**config.mk**
```make
export PLATFORM = sky130hd
export DESIGN_NAME = pipe_ctrl_flat
export DESIGN_NICKNAME = d
export VERILOG_FILES = /design/src/rtl/pipe_ctrl_if.sv /design/src/rtl/pipe_ctrl.sv /design/src/flat_wrapper.sv
export SDC_FILE = /design/constraint.sdc
export NUM_CORES = 1
export LEC_CHECK = 0
export ABC_AREA = 1
export BUFFER_PORTS_ARGS = -buffer_cell sky130_fd_sc_hd__buf_4
export CAP_MARGIN = 20
export CORE_MARGIN = 2
export CORE_UTILIZATION = 49
export CTS_CLUSTER_DIAMETER = 60
export DETAILED_ROUTE_END_ITERATION = 7
export PLACE_DENSITY = 0.83
export SLEW_MARGIN = 15
export SYNTH_ARGS = -nofsm -noshare
export SYNTH_HDL_FRONTEND = slang
export SYNTH_SLANG_ARGS = --single-unit
```
**constraint.sdc**
```tcl
create_clock -name clk -period 1.4 [get_ports clk]
set_input_delay 0.14 -clock clk [delete_from_list [all_inputs] [get_ports clk]]
set_output_delay 0.14 -clock clk [all_outputs]
set_load 0.05 [all_outputs]
```
**src/rtl/pipe_ctrl_if.sv**
```systemverilog
// Stall/flush bus between the integer core pipeline and pipe_ctrl.
// master = pipeline side (raises requests), slave = controller.
interface pipe_ctrl_if;
  logic        stallreq_if_i;
  logic        stallreq_id_i;
  logic        stallreq_ex_i;
  logic        stallreq_mem_i;
  logic        flush_req_i;
  logic [31:0] flush_pc_i;
  logic [5:0]  stall_o;
  logic        flush_o;
  logic [31:0] new_pc_o;
  logic        stall_timeout_o;
  logic [31:0] stall_cnt_o;
  logic [15:0] flush_cnt_o;

  modport master (
    output stallreq_if_i, stallreq_id_i, stallreq_ex_i, stallreq_mem_i,
    output flush_req_i, flush_pc_i,
    input  stall_o, flush_o, new_pc_o, stall_timeout_o, stall_cnt_o, flush_cnt_o
  );

  modport slave (
    input  stallreq_if_i, stallreq_id_i, stallreq_ex_i, stallreq_mem_i,
    input  flush_req_i, flush_pc_i,
    output stall_o, flush_o, new_pc_o, stall_timeout_o, stall_cnt_o, flush_cnt_o
  );
endinterface

```
**src/rtl/pipe_ctrl.sv**
```systemverilog
// Pipeline stall/flush controller: priority stall merge, multi-cycle flush
// sequencing with redirect PC, stuck-stall watchdog and saturating perf counters.
module pipe_ctrl #(
  parameter int MAX_STALL    = 1024,
  parameter int FLUSH_CYCLES = 1
) (
  input  logic        clk,
  input  logic        rst,
  pipe_ctrl_if.slave  bus
);

  localparam logic [15:0] MAX_STALL_W = 16'(MAX_STALL);
  localparam logic [3:0]  FLUSH_LEN   = 4'(FLUSH_CYCLES);

  typedef enum logic {RUN = 1'b0, FLUSH = 1'b1} state_t;

  state_t      state;
  logic [3:0]  flush_left;
  logic [15:0] wd_cnt;
  logic [31:0] stall_cnt;
  logic [15:0] flush_cnt;
  logic        flush_q;
  logic [31:0] new_pc_q;
  logic        timeout_q;
  logic [5:0]  stall_vec;

  function automatic logic [31:0] sat_inc32(input logic [31:0] v);
    return (v == 32'hFFFF_FFFF) ? v : v + 32'd1;
  endfunction

  function automatic logic [15:0] sat_inc16(input logic [15:0] v);
    return (v == 16'hFFFF) ? v : v + 16'd1;
  endfunction

  // Deeper stages freeze everything upstream of them; IF and ID share a mask.
  always_comb begin
    stall_vec = 6'b000000;
    if (!rst && state == RUN) begin
      if (bus.stallreq_mem_i)
        stall_vec = 6'b011111;
      else if (bus.stallreq_ex_i)
        stall_vec = 6'b001111;
      else if (bus.stallreq_id_i || bus.stallreq_if_i)
        stall_vec = 6'b000111;
    end
  end

  always_ff @(posedge clk) begin
    if (rst) begin
      state      <= RUN;
      flush_left <= 4'd0;
      wd_cnt     <= 16'd0;
      stall_cnt  <= 32'd0;
      flush_cnt  <= 16'd0;
      flush_q    <= 1'b0;
      new_pc_q   <= 32'd0;
      timeout_q  <= 1'b0;
    end else begin
      if (stall_vec != 6'b000000)
        stall_cnt <= sat_inc32(stall_cnt);

      // Watchdog only tracks pc stalls; saturates so the flag can never re-arm.
      if (stall_vec[0]) begin
        if (wd_cnt != MAX_STALL_W)
          wd_cnt <= wd_cnt + 16'd1;
        if (wd_cnt == MAX_STALL_W - 16'd1)
          timeout_q <= 1'b1;
      end else begin
        wd_cnt <= 16'd0;
      end

      case (state)
        RUN: begin
          if (bus.flush_req_i) begin
            state      <= FLUSH;
            flush_q    <= 1'b1;
            new_pc_q   <= bus.flush_pc_i;
            flush_left <= FLUSH_LEN;
            flush_cnt  <= sat_inc16(flush_cnt);
          end
        end
        FLUSH: begin
          // A newer redirect restarts the whole flush window.
          if (bus.flush_req_i) begin
            new_pc_q   <= bus.flush_pc_i;
            flush_left <= FLUSH_LEN;
            flush_cnt  <= sat_inc16(flush_cnt);
          end else if (flush_left == 4'd1) begin
            state   <= RUN;
            flush_q <= 1'b0;
          end else begin
            flush_left <= flush_left - 4'd1;
          end
        end
        default: begin
          state   <= RUN;
          flush_q <= 1'b0;
        end
      endcase
    end
  end

  assign bus.stall_o         = stall_vec;
  assign bus.flush_o         = flush_q;
  assign bus.new_pc_o        = new_pc_q;
  assign bus.stall_timeout_o = timeout_q;
  assign bus.stall_cnt_o     = stall_cnt;
  assign bus.flush_cnt_o     = flush_cnt;

endmodule

```
**src/flat_wrapper.sv**
```systemverilog
// flat-port wrapper written by rule: the top's interface ports become plain ports
module pipe_ctrl_flat 
#(
  parameter int MAX_STALL    = 1024,
  parameter int FLUSH_CYCLES = 1
)
  (clk, rst, bus_stallreq_if_i, bus_stallreq_id_i, bus_stallreq_ex_i, bus_stallreq_mem_i, bus_flush_req_i, bus_flush_pc_i, bus_stall_o, bus_flush_o, bus_new_pc_o, bus_stall_timeout_o, bus_stall_cnt_o, bus_flush_cnt_o);
  pipe_ctrl_if bus_i ();
  input  logic clk;
  input  logic rst;
  input wire logic [$bits(bus_i.stallreq_if_i)-1:0] bus_stallreq_if_i;
  input wire logic [$bits(bus_i.stallreq_id_i)-1:0] bus_stallreq_id_i;
  input wire logic [$bits(bus_i.stallreq_ex_i)-1:0] bus_stallreq_ex_i;
  input wire logic [$bits(bus_i.stallreq_mem_i)-1:0] bus_stallreq_mem_i;
  input wire logic [$bits(bus_i.flush_req_i)-1:0] bus_flush_req_i;
  input wire logic [$bits(bus_i.flush_pc_i)-1:0] bus_flush_pc_i;
  output wire logic [$bits(bus_i.stall_o)-1:0] bus_stall_o;
  output wire logic [$bits(bus_i.flush_o)-1:0] bus_flush_o;
  output wire logic [$bits(bus_i.new_pc_o)-1:0] bus_new_pc_o;
  output wire logic [$bits(bus_i.stall_timeout_o)-1:0] bus_stall_timeout_o;
  output wire logic [$bits(bus_i.stall_cnt_o)-1:0] bus_stall_cnt_o;
  output wire logic [$bits(bus_i.flush_cnt_o)-1:0] bus_flush_cnt_o;
  assign bus_i.stallreq_if_i = bus_stallreq_if_i;
  assign bus_i.stallreq_id_i = bus_stallreq_id_i;
  assign bus_i.stallreq_ex_i = bus_stallreq_ex_i;
  assign bus_i.stallreq_mem_i = bus_stallreq_mem_i;
  assign bus_i.flush_req_i = bus_flush_req_i;
  assign bus_i.flush_pc_i = bus_flush_pc_i;
  assign bus_stall_o = bus_i.stall_o;
  assign bus_flush_o = bus_i.flush_o;
  assign bus_new_pc_o = bus_i.new_pc_o;
  assign bus_stall_timeout_o = bus_i.stall_timeout_o;
  assign bus_stall_cnt_o = bus_i.stall_cnt_o;
  assign bus_flush_cnt_o = bus_i.flush_cnt_o;
  pipe_ctrl #(.MAX_STALL(MAX_STALL), .FLUSH_CYCLES(FLUSH_CYCLES)) u_core (.clk(clk), .rst(rst), .bus(bus_i));
endmodule
```
==> impl_metrics.tcl, run 1 <==
set metrics [dict create \
    cts_buffers 9 \
    min_period_ps 1590 \
    dieArea_sq_um 11600 \
    drt_iter0_markers 340 \
    root_buffer "clkbuf_8" \
    synthCells 780 \
    status "finished with violations" \
    cp_max_fo 6 \
    fin_worst_skew_ps 15.6 \
    n_antenna_cell 0 \
    instances_no_fill 1176 \
    async_reset_ff_share_pct 0 \
    drive_above_1_share_pct 44.1 \
    cts_tree "yes" \
    netlist_top_cells_area "dfxtp_1 (39%), nor2_1 (13%), nand2_1 (10%)" \
    num-nets-final 1080 \
    routabilityCongestion 0.883 \
    ant_nets 0 \
    slowest_stage "dfxtp_2" \
    placeableCoreArea_sq_um 10400 \
    netlist_area_sq_um 5280 \
    ys_warn_count 0 \
    fillers 598 \
    initial_utilization_pct 50.7 \
    power.leakage_nw 3.71 \
    cellPowerDensity_nw_per_um2 761 \
    dp_hpwl_um 10400 \
    place_inst 1098 \
    vias 6502 \
    endpoint_kind "output pin" \
    pre_cts_ws_ps -136 \
    crit_top_cell "buf_12" \
    synth_compound_area_share_pct 10.8 \
    crit_chain "nor2_4 -> nand2_2 -> nand2_4 -> buf_6 -> buf_12 -> buf_12" \
    grt_pass1_wl_um 25200 \
    post-synth-top-count-cell "nor2_1" \
    grt_pass1_vias 5552 \
    post-route-drc-count 0 \
    yosysUniqueCellTypes 37 \
    syn_avg_cell_area_sq_um 6.77 \
    finish.utilization_pct 80.7 \
    period_share_pct 114 \
    regArea_sq_um 2180 \
    syn2layout_area_growth_pct 59.1 \
    max_freq_mhz 629 \
    slew_viol_final 0 \
    critical_path_class "reg2out" \
    setup_ws_ps -191 \
    ys.flop_type "dfxtp_1" \
    antenna_found_initial 0 \
    die_w_um 108 \
    synth-adder-area-share_pct 1.42 \
    grt_max_degree 43 \
    violations "negative hold slack, negative setup slack" \
    multi_input_comb_area_sq_um 3190 \
    synth_xor_area_share_pct 1.49 \
    syn_nets 825 \
    rsz0062_at_grt "yes" \
    num_rows 37 \
    die_h_um 108 \
    drt_pre_antenna_iters 5 \
    htreeDepth 3 \
    clk_latency_ps 380 \
    ioPinCount 127 \
    hold_viol 1 \
    critPathArrivalTime_ps 1450 \
    synth_top_cell_by_area "dfxtp_1" \
    hp-class "in2reg" \
    tns_ps -6030 \
    overflow 0 \
    worstSetupStartpointType "register" \
    drt_wl_total_um 19400 \
    synth_edf_count 0 \
    maxCapViolCount 0 \
    cts_buffer_depth 2 \
    synth_seq_cells 103 \
    slowest_delay_ps 360 \
    yosys.area_share.simple_pct 37.4 \
    track_usage_pct 26.8 \
    cts.sinks 103 \
    crit_required_ps 1260 \
    wl_per_cell_um 16.5 \
    clk_pin_slew_worst_paths_ps 110 \
    drt-vias-per-instance 5.53 \
    ys_seq_area_share_pct 39.0 \
    synth_common_cells "nor2_1 (176), nand2_1 (145), dfxtp_1 (103), inv_1 (72), nand3_1 (56)" \
    vdd_ir_drop_max_mv 0.744 \
    synth_top_family_by_area "simple AND/OR/NAND/NOR gates" \
    whs_ps -9.39 \
    muxShareOfSynthArea_pct 0 \
    yosysTopAreaCellShare_pct 39.0 \
    setup_viol_count_final 53 \
    portBuffers 125 \
]
==> critical path: cells and delay by family (launching register included) <==
family / cells / cell delay [ps]
and+or+nand+nor: 3 / 350
DFF: 1 / 360
buffers and inverters: 3 / 370
==> where the power goes <==
group / switching [W] / total [W] / internal [W]
Clock: 0.00112 / 0.00195 / 0.000828
Combinational: 0.000810 / 0.00138 / 0.000573
Sequential: 0.0000728 / 0.00307 / 0.00300
==> metal layers <==
| metal | wire (um) | GRT usage [%] |
|---|---|---|
| met4 | 1010 | 9.52 |
| met5 | 0 | 0 |
| met1 | 7260 | 31.6 |
| met2 | 9630 | 47.2 |
| met3 | 1450 | 6.42 |
==> layout by cell type (no fill, tap or decap), types with 4 or more instances in the layout <==
cell           count
dfxtp_2           29
dlygate4sd3_1     27
nor3_1             4
nor2_1           154
buf_4            217
dfxtp_4           22
a21oi_2           26
o21ai_0           40
nor2_2            26
nand2_4            6
nand2_2           16
nand2_1          133
nand3_2           28
nand3_1           34
xor2_1             7
a21oi_1           25
clkbuf_8           9
buf_6             14
o21ai_2            4
inv_2             11
nor2_4            10
o21ai_1            5
buf_12             9
dfxtp_1           52
nand4_1           18
inv_1             65
==> registers in the layout, indices dropped and copies added, names as in the netlist <==
| register | flops |
|---|---|
| u_core.bus.new_pc_o | 32 |
| u_core.bus.stall_cnt_o | 32 |
| u_core.bus.flush_cnt_o | 16 |
| u_core.wd_cnt | 16 |
| u_core.flush_left | 4 |
| u_core.bus.flush_o | 1 |
| u_core.bus.stall_timeout_o | 1 |
| u_core.state | 1 |
==> cell type report <==
cell class,instances,area share (%)
clock buffers,9,1.47
clock inverters,7,0.848
inverters,79,3.74
multi-input cells,569,38.0
flip-flops and latches,103,25.9
well taps,136,2.02
repair buffers,272,27.9
repair inverters,1,0.104
==> metrics by stage <==
step / power, W / instance area, sq um
after floorplan: 0.00380 / 5580
after global placement: 0.00415 / 7180
after detailed placement: 0.00417 / 7180
after CTS: 0.00618 / 7890
after global routing: 0.00658 / 8410
final: 0.00640 / 8410
==> worst paths after layout <==
kind | slack (ps) | end | cells past startpoint | startpoint
max | -190 | bus_stall_o[1] | 6 | u_core.state$_SDFF_PP0_
min | -9 | u_core.bus.new_pc_o[3]$_SDFFE_PP0P_ | 3 | bus_flush_pc_i[3]
min reg2reg | 460 | u_core.bus.stall_timeout_o$_SDFFE_PP0P_ | 2 | u_core.bus.stall_timeout_o$_SDFFE_PP0P_
max reg2reg | -180 | u_core.bus.stall_cnt_o[21]$_SDFFE_PP0P_ | 10 | u_core.bus.stall_cnt_o[1]$_SDFFE_PP0P_
==> kinds of logic (layout without fill, tap and decap cells) <==
group           count (synthesis)  after routing
simple gates                  442            443
compound gates                110            110
buf+inv                       109            368
flops                         103            103
xor+xnor                        9              9
fa+ha+maj                       6              6
other cells                     1              1
==> repair_timing <==
action / 4_1_cts / 5_1_grt
endpoints found under the hold margin: 27 / 0
hold buffers: 27 / 0
gates resized for setup: 35 / 92
setup endpoints to repair: 49 / 68
buffers inserted: 10 / 21
pin swaps: 5 / 26
cloned: 2 / 3
No activity file was read; power rests on OpenSTA's default activity.
==> run 2, diff against run 1 <==
Settings changed: CORE_UTILIZATION 49 to 50, CTS_BUF_LIST set to sky130_fd_sc_hd__clkbuf_4, PLACE_DENSITY 0.83 to 0.84.
==> run 2 against run 1 <==
Against the previous run: the run ends with negative setup slack left; core utilization is 3.7 points higher; cell area is 3.2% higher; power decreased by 3.1%; clock power shrank 16%; via count up 8.6%; maximum frequency decreased by 7.9%; combinational power rose by 7%; clock-buffer cell count unchanged; sequential cell count unchanged; largest cell class unchanged; largest power group unchanged; highest routed layer unchanged.
==> impl_metrics.tcl, run 2 (synthesized netlist as in run 1, its figures left out) <==
set metrics [dict create \
    instances_no_fill 1190 \
    num-nets-final 1093 \
    htreeDepth 3 \
    syn2layout_area_growth_pct 64.1 \
    die_w_um 107 \
    drt-vias-per-instance 5.93 \
    root_buffer "clkbuf_4" \
    rsz0062_at_grt "yes" \
    slowest_delay_ps 420 \
    crit_chain "ha_4 -> buf_4 -> nand3_1 -> nor2_1 -> xor2_1 -> nand3_2 -> a21oi_2" \
    critical_path_class "reg2reg" \
    finish.utilization_pct 84.4 \
    slew_viol_final 0 \
    portBuffers 125 \
    routabilityCongestion 0.917 \
    grtUsageMet1_pct 35.2 \
    slowest_stage "dfxtp_4" \
    crit_required_ps 1830 \
    ioPinCount 127 \
    tns_ps -12270 \
    grtUsageMet2_pct 55.3 \
    path_buf_inv 1 \
    vias 7058 \
    whs_ps 90.6 \
    critPathArrivalTime_ps 2160 \
    clk_pin_slew_worst_paths_ps 210 \
    dp_hpwl_um 10900 \
    crit_family "simple AND/OR/NAND/NOR gates" \
    max_freq_mhz 579 \
    dieArea_sq_um 11400 \
    period_share_pct 123 \
    cellPowerDensity_nw_per_um2 715 \
    grt_busiest_layer "met2" \
    cts.sinks 103 \
    power.leakage_nw 3.83 \
    grt_pass1_vias 6016 \
    drive_above_1_share_pct 46.4 \
    cts_buffers 9 \
    drt_pre_antenna_iters 6 \
    overflow 0 \
    clk_latency_ps 510 \
    num_rows 37 \
    ant_nets 0 \
    cts_tree "yes" \
    endpoint_kind "register" \
    cts_buffer_depth 2 \
    hp-class "in2reg" \
    fin_worst_skew_ps 34.9 \
    post-route-drc-count 0 \
    grt_max_degree 25 \
    initial_utilization_pct 51.4 \
    wl_per_cell_um 20.0 \
    setup_viol_count_final 65 \
    track_usage_pct 30.9 \
    violations "negative setup slack" \
    pre_cts_ws_ps -189 \
    placeableCoreArea_sq_um 10300 \
    cp_max_fo 2 \
    fillers 525 \
    grtUsageMet3_pct 7.36 \
    status "finished with violations" \
    grt_pass1_wl_um 28200 \
    drt_iter0_markers 851 \
    die_h_um 107 \
    vdd_ir_drop_max_mv 0.717 \
    setup_ws_ps -327 \
    drt_wl_total_um 23800 \
    antenna_found_initial 1 \
    min_period_ps 1730 \
    worstSetupStartpointType "register" \
    mostFrequentLayoutCell "buf_4" \
    final_cell_mix "buf_4 (218), nor2_1 (160), nand2_1 (123)" \
    place_inst 1110 \
    maxCapViolCount 0 \
    hold_viol 0 \
]
==> run 2: power by group <==
part / internal, W / switching [W] / leakage, nW
logic: 0.000581 / 0.000898 / 2.88
registers: 0.00301 / 0.0000887 / 0.872
clock network: 0.000409 / 0.00122 / 0.0749
total: 0.00400 / 0.00220 / 3.83
==> run 2: layout make-up <==
cell class                      instances  area [sq um]  share of cell area (%)
Multi-Input combinational cell        571          3440                    39.7
Timing Repair Buffer                  283          2420                    27.9
Clock inverter                          7          63.8                   0.736
Clock buffer                            9          67.6                   0.779
Antenna cell                            1          2.50                  0.0289
Inverter                               79           314                    3.62
Tap cell                              136           170                    1.96
Sequential cell                       103          2180                    25.1
Timing Repair inverter                  1          11.3                   0.130
==> run 2: worst paths after layout <==
path / startpoint / to / slack [ps] / depth (start not counted)
worst max-delay path: u_core.bus.stall_cnt_o[1]$_SDFFE_PP0P_ / u_core.bus.stall_cnt_o[6]$_SDFFE_PP0P_ / -330 / 7
worst min-delay path: bus_flush_req_i / u_core.bus.new_pc_o[3]$_SDFFE_PP0P_ / 90 / 3
worst max register to register: u_core.bus.stall_cnt_o[1]$_SDFFE_PP0P_ / u_core.bus.stall_cnt_o[6]$_SDFFE_PP0P_ / -330 / 7
worst min register to register: u_core.bus.stall_timeout_o$_SDFFE_PP0P_ / u_core.bus.stall_timeout_o$_SDFFE_PP0P_ / 480 / 2
==> run 2: worst reg2reg max path, delay by kind of cell (launching register included) <==
kind	cells	cell delay, ps
AOI/OAI and AO/OA	1	160
xor gates and xnor gates	1	240
adders and majority gates	1	160
buffers and inverters	1	150
DFF	1	420
and+or+nand+nor	3	550
==> run 2: per-stage QoR <==
step                      area, sq um  power (W)
after floorplan                  5580    0.00380
after global placement           7250    0.00415
after detailed placement         7250    0.00417
after CTS                        8070    0.00581
after global routing             8670    0.00634
final                            8670    0.00620
==> run 2: timing repair <==
action,4_1_cts,5_1_grt
pin swaps,21,29
gates cloned,4,1
buffers inserted,15,13
resized for setup,52,130
hold endpoints to repair,32,0
hold buffers,32,0
setup endpoints to repair,63,70
==> run 2: routing by layer <==
metal	up-vias	wire [um]
li1	3036	-
met1	3160	8050
met2	630	11200
met3	232	2540
met4	0	2050
met5	-	0
